<file path="config.mk">
export PLATFORM = sky130hd
export DESIGN_NAME = spi_slave_flat
export DESIGN_NICKNAME = d
export VERILOG_FILES = /design/src/rtl/spi_pkg.sv /design/src/rtl/spi_if.sv /design/src/rtl/spi_sync.sv /design/src/rtl/spi_slave.sv /design/src/flat_wrapper.sv
export SDC_FILE = /design/constraint.sdc
export NUM_CORES = 1
export LEC_CHECK = 0
export ABC_CLOCK_PERIOD_IN_PS = 3400
export CAP_MARGIN = 40
export CORE_UTILIZATION = 40
export CTS_BUF_LIST = sky130_fd_sc_hd__clkbuf_16
export CTS_CLUSTER_SIZE = 16
export DETAILED_ROUTE_END_ITERATION = 10
export SLEW_MARGIN = 25
export SYNTH_ARGS = -nofsm -noshare
export SYNTH_HDL_FRONTEND = slang
export SYNTH_HIERARCHICAL = 1
export SYNTH_SLANG_ARGS = --single-unit
export TNS_END_PERCENT = 100
</file>
<file path="constraint.sdc">
create_clock -name clk -period 3.4 [get_ports clk]
set_input_delay 0.68 -clock clk [delete_from_list [all_inputs] [get_ports clk]]
set_output_delay 0.68 -clock clk [all_outputs]
set_load 0.01 [all_outputs]
</file>
<file path="src/rtl/spi_pkg.sv">
// rtl/spi_pkg.sv - shared state encoding and frame layout for the SPI responder
package spi_pkg;

    typedef enum logic [2:0] {
        IDLE    = 3'd0,
        CMD     = 3'd1,
        W_HOLD  = 3'd2,
        R_WAIT  = 3'd3,
        R_SHIFT = 3'd4
    } state_t;

    localparam int SPI_ADDR_WIDTH = 3;
    localparam int SPI_DATA_WIDTH = 8;
    localparam int CMD_WIDTH      = 1 + SPI_ADDR_WIDTH + SPI_DATA_WIDTH;
    localparam int RW_BIT         = 11;
    localparam int ADDR_HI        = 10;
    localparam int ADDR_LO        = 8;
    localparam int DATA_HI        = 7;
    localparam int DATA_LO        = 0;
    localparam int RD_CMD_BITS    = 1 + SPI_ADDR_WIDTH;

endpackage

</file>
<file path="src/rtl/spi_if.sv">
// rtl/spi_if.sv - four-wire SPI bus bundle with master and slave views
interface spi_if;
    logic sclk;
    logic cs;
    logic mosi;
    logic miso;

    modport master (output sclk, output cs, output mosi, input miso);
    modport slave  (input sclk, input cs, input mosi, output miso);
endinterface

</file>
<file path="src/rtl/spi_sync.sv">
// rtl/spi_sync.sv - 2-flop synchronizer with rise/fall pulses for one async input
module spi_sync #(
    parameter logic RST_VAL = 1'b0
) (
    input  logic clk,
    input  logic rst_n,
    input  logic d,
    output logic rise,
    output logic fall
);

    logic s1, s2, s3;

    always_ff @(posedge clk or negedge rst_n) begin
        if (!rst_n) begin
            s1 <= RST_VAL;
            s2 <= RST_VAL;
            s3 <= RST_VAL;
        end else begin
            s1 <= d;
            s2 <= s1;
            s3 <= s2;
        end
    end

    assign rise = s2 & ~s3;
    assign fall = ~s2 & s3;

endmodule

</file>
<file path="src/rtl/spi_slave.sv">
// rtl/spi_slave.sv - SPI mode-0 responder with 8x8 register bank; SPI_SLAVE_FRAME_ERR_EN adds frame_err
module spi_slave
    import spi_pkg::*;
#(
    parameter int ADDR_WIDTH = 3,
    parameter int DATA_WIDTH = 8,
    parameter int RD_TIMEOUT = 255
) (
    input  logic                                  clk,
    input  logic                                  rst_n,
    spi_if.slave                                  spi,
    output logic                                  wr_vld,
    output logic [ADDR_WIDTH-1:0]                 wr_addr,
    output logic [DATA_WIDTH-1:0]                 wr_data,
    output logic                                  rd_done,
`ifdef SPI_SLAVE_FRAME_ERR_EN
    output logic                                  frame_err,
`endif
    output logic [(2**ADDR_WIDTH)*DATA_WIDTH-1:0] reg_q
);

    localparam int CNT_W = $clog2(CMD_WIDTH + 1);
    localparam int TMO_W = $clog2(RD_TIMEOUT + 1);
    localparam int RDC_W = $clog2(DATA_WIDTH + 1);

    localparam logic [CNT_W-1:0] FULL_CNT   = CNT_W'(CMD_WIDTH);
    localparam logic [CNT_W-1:0] LAST_CNT   = CNT_W'(CMD_WIDTH - 1);
    localparam logic [CNT_W-1:0] RD_CMD_CNT = CNT_W'(RD_CMD_BITS);
    localparam logic [TMO_W-1:0] TMO_MAX    = TMO_W'(RD_TIMEOUT);
    localparam logic [RDC_W-1:0] RD_FULL    = RDC_W'(DATA_WIDTH);
    localparam logic [RDC_W-1:0] RD_LAST    = RDC_W'(DATA_WIDTH - 1);

    logic sclk_rise, sclk_fall, cs_rise, cs_fall;
    logic mosi_s1, mosi_s2;

    spi_sync #(.RST_VAL(1'b0)) u_sclk_sync (
        .clk  (clk),
        .rst_n(rst_n),
        .d    (spi.sclk),
        .rise (sclk_rise),
        .fall (sclk_fall)
    );

    spi_sync #(.RST_VAL(1'b1)) u_cs_sync (
        .clk  (clk),
        .rst_n(rst_n),
        .d    (spi.cs),
        .rise (cs_rise),
        .fall (cs_fall)
    );

    // Same depth as the sclk path so mosi_s2 is stable when sclk_rise fires
    always_ff @(posedge clk or negedge rst_n) begin
        if (!rst_n) begin
            mosi_s1 <= 1'b0;
            mosi_s2 <= 1'b0;
        end else begin
            mosi_s1 <= spi.mosi;
            mosi_s2 <= mosi_s1;
        end
    end

    state_t                                 state;
    logic [CNT_W-1:0]                       bit_cnt;
    logic [CMD_WIDTH-1:0]                   shreg_in;
    logic [DATA_WIDTH-1:0]                  shreg_out;
    logic [TMO_W-1:0]                       tmo_cnt;
    logic [RDC_W-1:0]                       rd_cnt;
    logic                                   miso_q;
    logic [(2**ADDR_WIDTH)*DATA_WIDTH-1:0]  bank;

    logic [CMD_WIDTH-1:0]  frame_next;
    logic [ADDR_WIDTH-1:0] rd_addr;
    logic                  read_ok;
    logic                  err_evt;

    always_comb begin
        frame_next = {shreg_in[CMD_WIDTH-2:0], mosi_s2};
        rd_addr    = shreg_in[ADDR_WIDTH-1:0];
        read_ok    = (bit_cnt == RD_CMD_CNT) && !shreg_in[ADDR_WIDTH];
        err_evt    = 1'b0;
        case (state)
            CMD:     err_evt = cs_rise && !read_ok;
            R_WAIT:  err_evt = !cs_fall && (tmo_cnt == TMO_MAX);
            R_SHIFT: err_evt = cs_rise && (rd_cnt != RD_FULL);
            default: err_evt = 1'b0;
        endcase
    end

    always_ff @(posedge clk or negedge rst_n) begin
        if (!rst_n) begin
            state     <= IDLE;
            bit_cnt   <= '0;
            shreg_in  <= '0;
            shreg_out <= '0;
            tmo_cnt   <= '0;
            rd_cnt    <= '0;
            miso_q    <= 1'b0;
            bank      <= '0;
            wr_vld    <= 1'b0;
            wr_addr   <= '0;
            wr_data   <= '0;
            rd_done   <= 1'b0;
        end else begin
            wr_vld  <= 1'b0;
            rd_done <= 1'b0;
            if (err_evt) begin
                state  <= IDLE;
                miso_q <= 1'b0;
            end else begin
                case (state)
                    IDLE: begin
                        miso_q <= 1'b0;
                        if (cs_fall) begin
                            state    <= CMD;
                            bit_cnt  <= '0;
                            shreg_in <= '0;
                        end
                    end
                    CMD: begin
                        // cs_rise reaching here is always a valid read command
                        if (cs_rise) begin
                            state     <= R_WAIT;
                            shreg_out <= bank[rd_addr*DATA_WIDTH +: DATA_WIDTH];
                            tmo_cnt   <= '0;
                        end else if (sclk_rise && bit_cnt != FULL_CNT) begin
                            shreg_in <= frame_next;
                            bit_cnt  <= bit_cnt + CNT_W'(1);
                            if (bit_cnt == LAST_CNT && frame_next[RW_BIT]) begin
                                state   <= W_HOLD;
                                wr_vld  <= 1'b1;
                                wr_addr <= frame_next[ADDR_HI:ADDR_LO];
                                wr_data <= frame_next[DATA_HI:DATA_LO];
                                bank[frame_next[ADDR_HI:ADDR_LO]*DATA_WIDTH +: DATA_WIDTH]
                                        <= frame_next[DATA_HI:DATA_LO];
                            end
                        end
                    end
                    W_HOLD: begin
                        if (cs_rise) state <= IDLE;
                    end
                    R_WAIT: begin
                        if (cs_fall) begin
                            state  <= R_SHIFT;
                            miso_q <= shreg_out[DATA_WIDTH-1];
                            rd_cnt <= '0;
                        end else begin
                            tmo_cnt <= tmo_cnt + TMO_W'(1);
                        end
                    end
                    R_SHIFT: begin
                        if (cs_rise) begin
                            state  <= IDLE;
                            miso_q <= 1'b0;
                        end else if (sclk_fall) begin
                            shreg_out <= shreg_out << 1;
                            miso_q    <= shreg_out[DATA_WIDTH-2];
                        end else if (sclk_rise && rd_cnt != RD_FULL) begin
                            rd_cnt <= rd_cnt + RDC_W'(1);
                            if (rd_cnt == RD_LAST) rd_done <= 1'b1;
                        end
                    end
                    default: begin
                        state  <= IDLE;
                        miso_q <= 1'b0;
                    end
                endcase
            end
        end
    end

`ifdef SPI_SLAVE_FRAME_ERR_EN
    always_ff @(posedge clk or negedge rst_n) begin
        if (!rst_n) frame_err <= 1'b0;
        else        frame_err <= err_evt;
    end
`endif

    assign spi.miso = miso_q;
    assign reg_q    = bank;

endmodule

</file>
<file path="src/flat_wrapper.sv">
// flat-port wrapper written by rule: the top's interface ports become plain ports
module spi_slave_flat import spi_pkg::*;
#(
    parameter int ADDR_WIDTH = 3,
    parameter int DATA_WIDTH = 8,
    parameter int RD_TIMEOUT = 255
)
  (clk, rst_n, wr_vld, wr_addr, wr_data, rd_done, reg_q, spi_sclk, spi_cs, spi_mosi, spi_miso);
  spi_if spi_i ();
  input  logic clk;
  input  logic rst_n;
  output logic wr_vld;
  output logic [ADDR_WIDTH-1:0] wr_addr;
  output logic [DATA_WIDTH-1:0] wr_data;
  output logic rd_done;
  output logic [(2**ADDR_WIDTH)*DATA_WIDTH-1:0] reg_q;
  input wire logic [$bits(spi_i.sclk)-1:0] spi_sclk;
  input wire logic [$bits(spi_i.cs)-1:0] spi_cs;
  input wire logic [$bits(spi_i.mosi)-1:0] spi_mosi;
  output wire logic [$bits(spi_i.miso)-1:0] spi_miso;
  assign spi_i.sclk = spi_sclk;
  assign spi_i.cs = spi_cs;
  assign spi_i.mosi = spi_mosi;
  assign spi_miso = spi_i.miso;
  spi_slave #(.ADDR_WIDTH(ADDR_WIDTH), .DATA_WIDTH(DATA_WIDTH), .RD_TIMEOUT(RD_TIMEOUT)) u_core (.clk(clk), .rst_n(rst_n), .spi(spi_i), .wr_vld(wr_vld), .wr_addr(wr_addr), .wr_data(wr_data), .rd_done(rd_done), .reg_q(reg_q));
endmodule
</file>
==> metrics.md <==
| Metric | Value |
|---|---|
| Pint | `between 0.002 and 0.003 W` |
| Yosys top cell area share | `0.500` |
| Drt first pass iters | `8` |
| Max frequency | `361 MHz` |
| Worst slew margin | `0.499` |
| P_leak | `3.38 nW` |
| Combinational Power Share | `0.171` |
| WL met1 | `between 7000 and 8000 um` |
| Met3 wire length | `around 770 um` |
| HP Class | `input pin to async pin` |
| RSZ-0062 raised after global routing | `false` |
| Period utilisation layout | `0.816` |
| Clk pin slew, worst setup/hold paths | `0.06 ns` |
| Maximum VDD drop | `roughly 0.37 mV` |
| DRC Markers | `9` |
| CTS sink cnt | `124` |
| CP Launch Type | `flop` |
| Placed Cells | `759` |
| Number of max-cap violations | `0` |
| Net Sw Power | `around 0.0012 W` |
| Top-count cell post-synth | `dfrtp_1` |
| Netlist cell types | `53` |
| Initial antenna violation count | `1` |
| Final Max Slew Viols | `0` |
| Vias per cell | `5.44` |
| Clock power frac | `0.406` |
| Die W | `125 um` |
| Post-synth EDFFs | `0` |
| Kind of critical path | `flop to flop` |
| Finished Core Util | `0.520` |
| Area leader, netlist | `dfrtp_1` |
| CTS root buffer | `clkbuf_16` |
| Layout Skew | `about 0.0098 ns` |
| Count of final hold-check violations | `0` |
| Synth async-reset ratio | `1.00` |
| Non-Filler Instances | `791` |
| GRT overflow | `0` |
| Min Tclk post-route | `around 2.8 ns` |
| Largest net degree at the start of global routing | `51` |
| Iter 0 DRT Violations | `412` |
| Share of layout cells above drive strength 1 | `0.217` |
| Synth cell count leaders | `121 x dfrtp_1, 73 x mux2_2, 53 x nand2_1, 31 x a22o_1, 31 x mux2i_1` |
| Arr. time, crit path | `3.08 ns` |
| Worst Path Required | `around 3.7 ns` |
| Seq cells post-synth | `roughly 120` |
| Slew @ Worst Pin | `about 0.75 ns` |
| Final setup viols | `0` |
| Boundary pin count | `83` |
| Floorplan core area | `0.0146 sq mm` |
| Share of power burned in registers | `0.423` |
| Synth Warn # | `6` |
| Dominant synthesized flop cell | `dfrtp_1` |
| Port Buffers | `82` |
| Synth top area cells | `dfrtp_1 50%, mux2_2 14%, mux2i_1 5.1%` |
| Hold buffer count at CTS | `0` |
| Post-DP HPWL | `10400 um` |
| Status | `finished, violations left` |
| Die height | `125 um` |
| Post-Synthesis Cells | `509` |
| Vias | `4302` |
| Initial core utilization | `0.413` |
| Resized Gates After CTS | `0` |
| Synth-to-Final Area Change | `25.9%` |
| N_diodes | `0` |
| Max Used Layer | `met4` |
| Gr usage total | `0.209` |
| Final ANT Viol Nets | `0` |
| # rows | `44` |
| WL met2 | `6950 um` |
| Hold_ws | `roughly 0.27 ns` |
| Synthesized cell area | `0.00605 sq mm` |
| Layout Nets | `609` |
| GPL Wtd Cong | `0.808` |
| Area of the die | `0.0156 sq mm` |
| Failing checks | `design-rule violations` |
| CTS tree | `built` |
| First-pass GRT wire length | `24500 um` |
| Final wirelength | `15200 um` |
| Sw Share | `0.293` |
| CTS Buffer Depth | `2` |
| Synthesized Nets | `between 500 and 600` |
| CP max FO | `13` |
| Clock Latency Late Sink | `0.42 ns` |
| Setup_tns | `0 ns` |
| H-tree Lvls | `4` |
| Power Density | `~530 mW/mm^2` |
| Synthesized area per cell | `11.9 sq um` |
| Number of setup buffers added after CTS | `0` |
| DR WL/cell | `around 19 um` |
| Worst setup EP type | `flop` |
| Number of global-route vias before repair | `approximately 4400` |
| Sequential-to-total area share from yosys stat | `0.513` |
| Total CTS buffers | `17` |
| Fillers | `1276` |
-- power by group through the flow --
stage          Combinational (W)  Clock, W  Sequential, W
3_5_place_dp            0.000689         0        0.00173
3_3_place_gp            0.000672         0        0.00174
6_report                0.000692   0.00164        0.00171
5_1_grt                 0.000761   0.00175        0.00173
4_1_cts                 0.000696   0.00167        0.00171
2_1_floorplan           0.000536         0        0.00167
-- final timing paths --
path / from / endpoint / slack, ns / cells after the start
max: u_core/shreg_in[7]$_DFFE_PN0P_ / u_core/reg_q[19]$_DFFE_PN0P_ / 0.63 / 6
min: rst_n / u_core/rd_cnt[1]$_DFFE_PN0P_ / 0.27 / 1
max reg2reg: u_core/shreg_in[7]$_DFFE_PN0P_ / u_core/reg_q[19]$_DFFE_PN0P_ / 0.63 / 6
min reg2reg: u_core/u_sclk_sync/s1$_DFF_PN0_ / u_core/u_sclk_sync/s2$_DFF_PN0_ / 0.35 / 0
max in group asynchronous: rst_n / u_core/spi.miso$_DFFE_PN0P_ / 2.25 / 2
min in group clk: u_core/u_sclk_sync/s1$_DFF_PN0_ / u_core/u_sclk_sync/s2$_DFF_PN0_ / 0.35 / 0
-- layout by cell type (no fill, tap or decap), drive strengths merged, types with 4 or more instances in the layout --
cell and count:
and3 7, and2 22, buf 11, nand4 5, dfrtp 121, nor3 7
nor4b 4, a22o 31, nand2 53, nor2b 8, ha 10, a21oi 5
o21ai 11, mux2 73, nand2b 6, a31oi 7, clkbuf 17, nor2 13
o31ai 6, mux2i 31, nand3 12, clkinv 5, clkdlybuf4s50 81, clkinvlp 6
inv 17
-- stage by stage --
step	area [sq um]	worst slack, ns	total power (W)
final	7620	0.626	0.00404
after floorplan	6050	0.762	0.00220
after detailed placement	7080	0.673	0.00242
after CTS	7620	0.645	0.00408
after global routing	7620	0.463	0.00424
after global placement	7070	0.689	0.00241
-- cell families (layout without fill, tap and decap cells) --
group | Yosys count | in the layout | synth area share
buffers and inverters | 40 | 138 | 0.0273
AO/OA/AOI/OAI | 72 | 72 | 0.0922
multiplexers | 106 | 106 | 0.195
XOR/XNOR | 1 | 1 | 0.00145
flip-flops | 124 | 124 | 0.513
AND/OR/NAND/NOR | 156 | 156 | 0.151
adder cells (fa/ha/maj) | 10 | 10 | 0.0207
-- metal layers --
| layer | up-vias | global-route usage |
|---|---|---|
| li1 | 2019 | - |
| met1 | 2167 | 0.284 |
| met2 | 97 | 0.319 |
| met3 | 19 | 0.0586 |
| met4 | 0 | 0.0739 |
| met5 | - | 0 |
-- final cells by class --
type                       instances  area (sq um)  area share
sequential                       124          3110       0.408
multi-input combinational        345          2780       0.365
timing repair buffer              92           913       0.120
clock buffer                      17           425      0.0558
tap                              184           230      0.0302
clock inverter                    15           111      0.0146
inverter                          14          52.6     0.00690
-- sequential cells by signal, indices dropped and copies added, names as in the netlist --
name and cells:
u_core/u_cs_sync/s3 1, u_core/rd_cnt 4, u_core/mosi_s2 1, u_core/spi.miso 1, u_core/u_sclk_sync/s3 1, u_core/state 3, u_core/wr_addr 3, u_core/mosi_s1 1
u_core/wr_vld 1, u_core/bit_cnt 4, u_core/u_cs_sync/s2 1, u_core/tmo_cnt 8, u_core/shreg_in 11, u_core/reg_q 64, u_core/u_sclk_sync/s1 1, u_core/shreg_out 8
u_core/rd_done 1, u_core/u_sclk_sync/s2 1, u_core/u_cs_sync/s1 1, u_core/wr_data 8
-- critical path, stage by stage, from the launching register on --
cell	delay, ns
dfrtp_1	0.55
inv_1	0.17
ha_1	0.23
ha_1	0.49
nor2b_1	0.32
nand3_1	0.45
mux2_2	0.43
No activity file was read; power rests on OpenSTA's default activity.
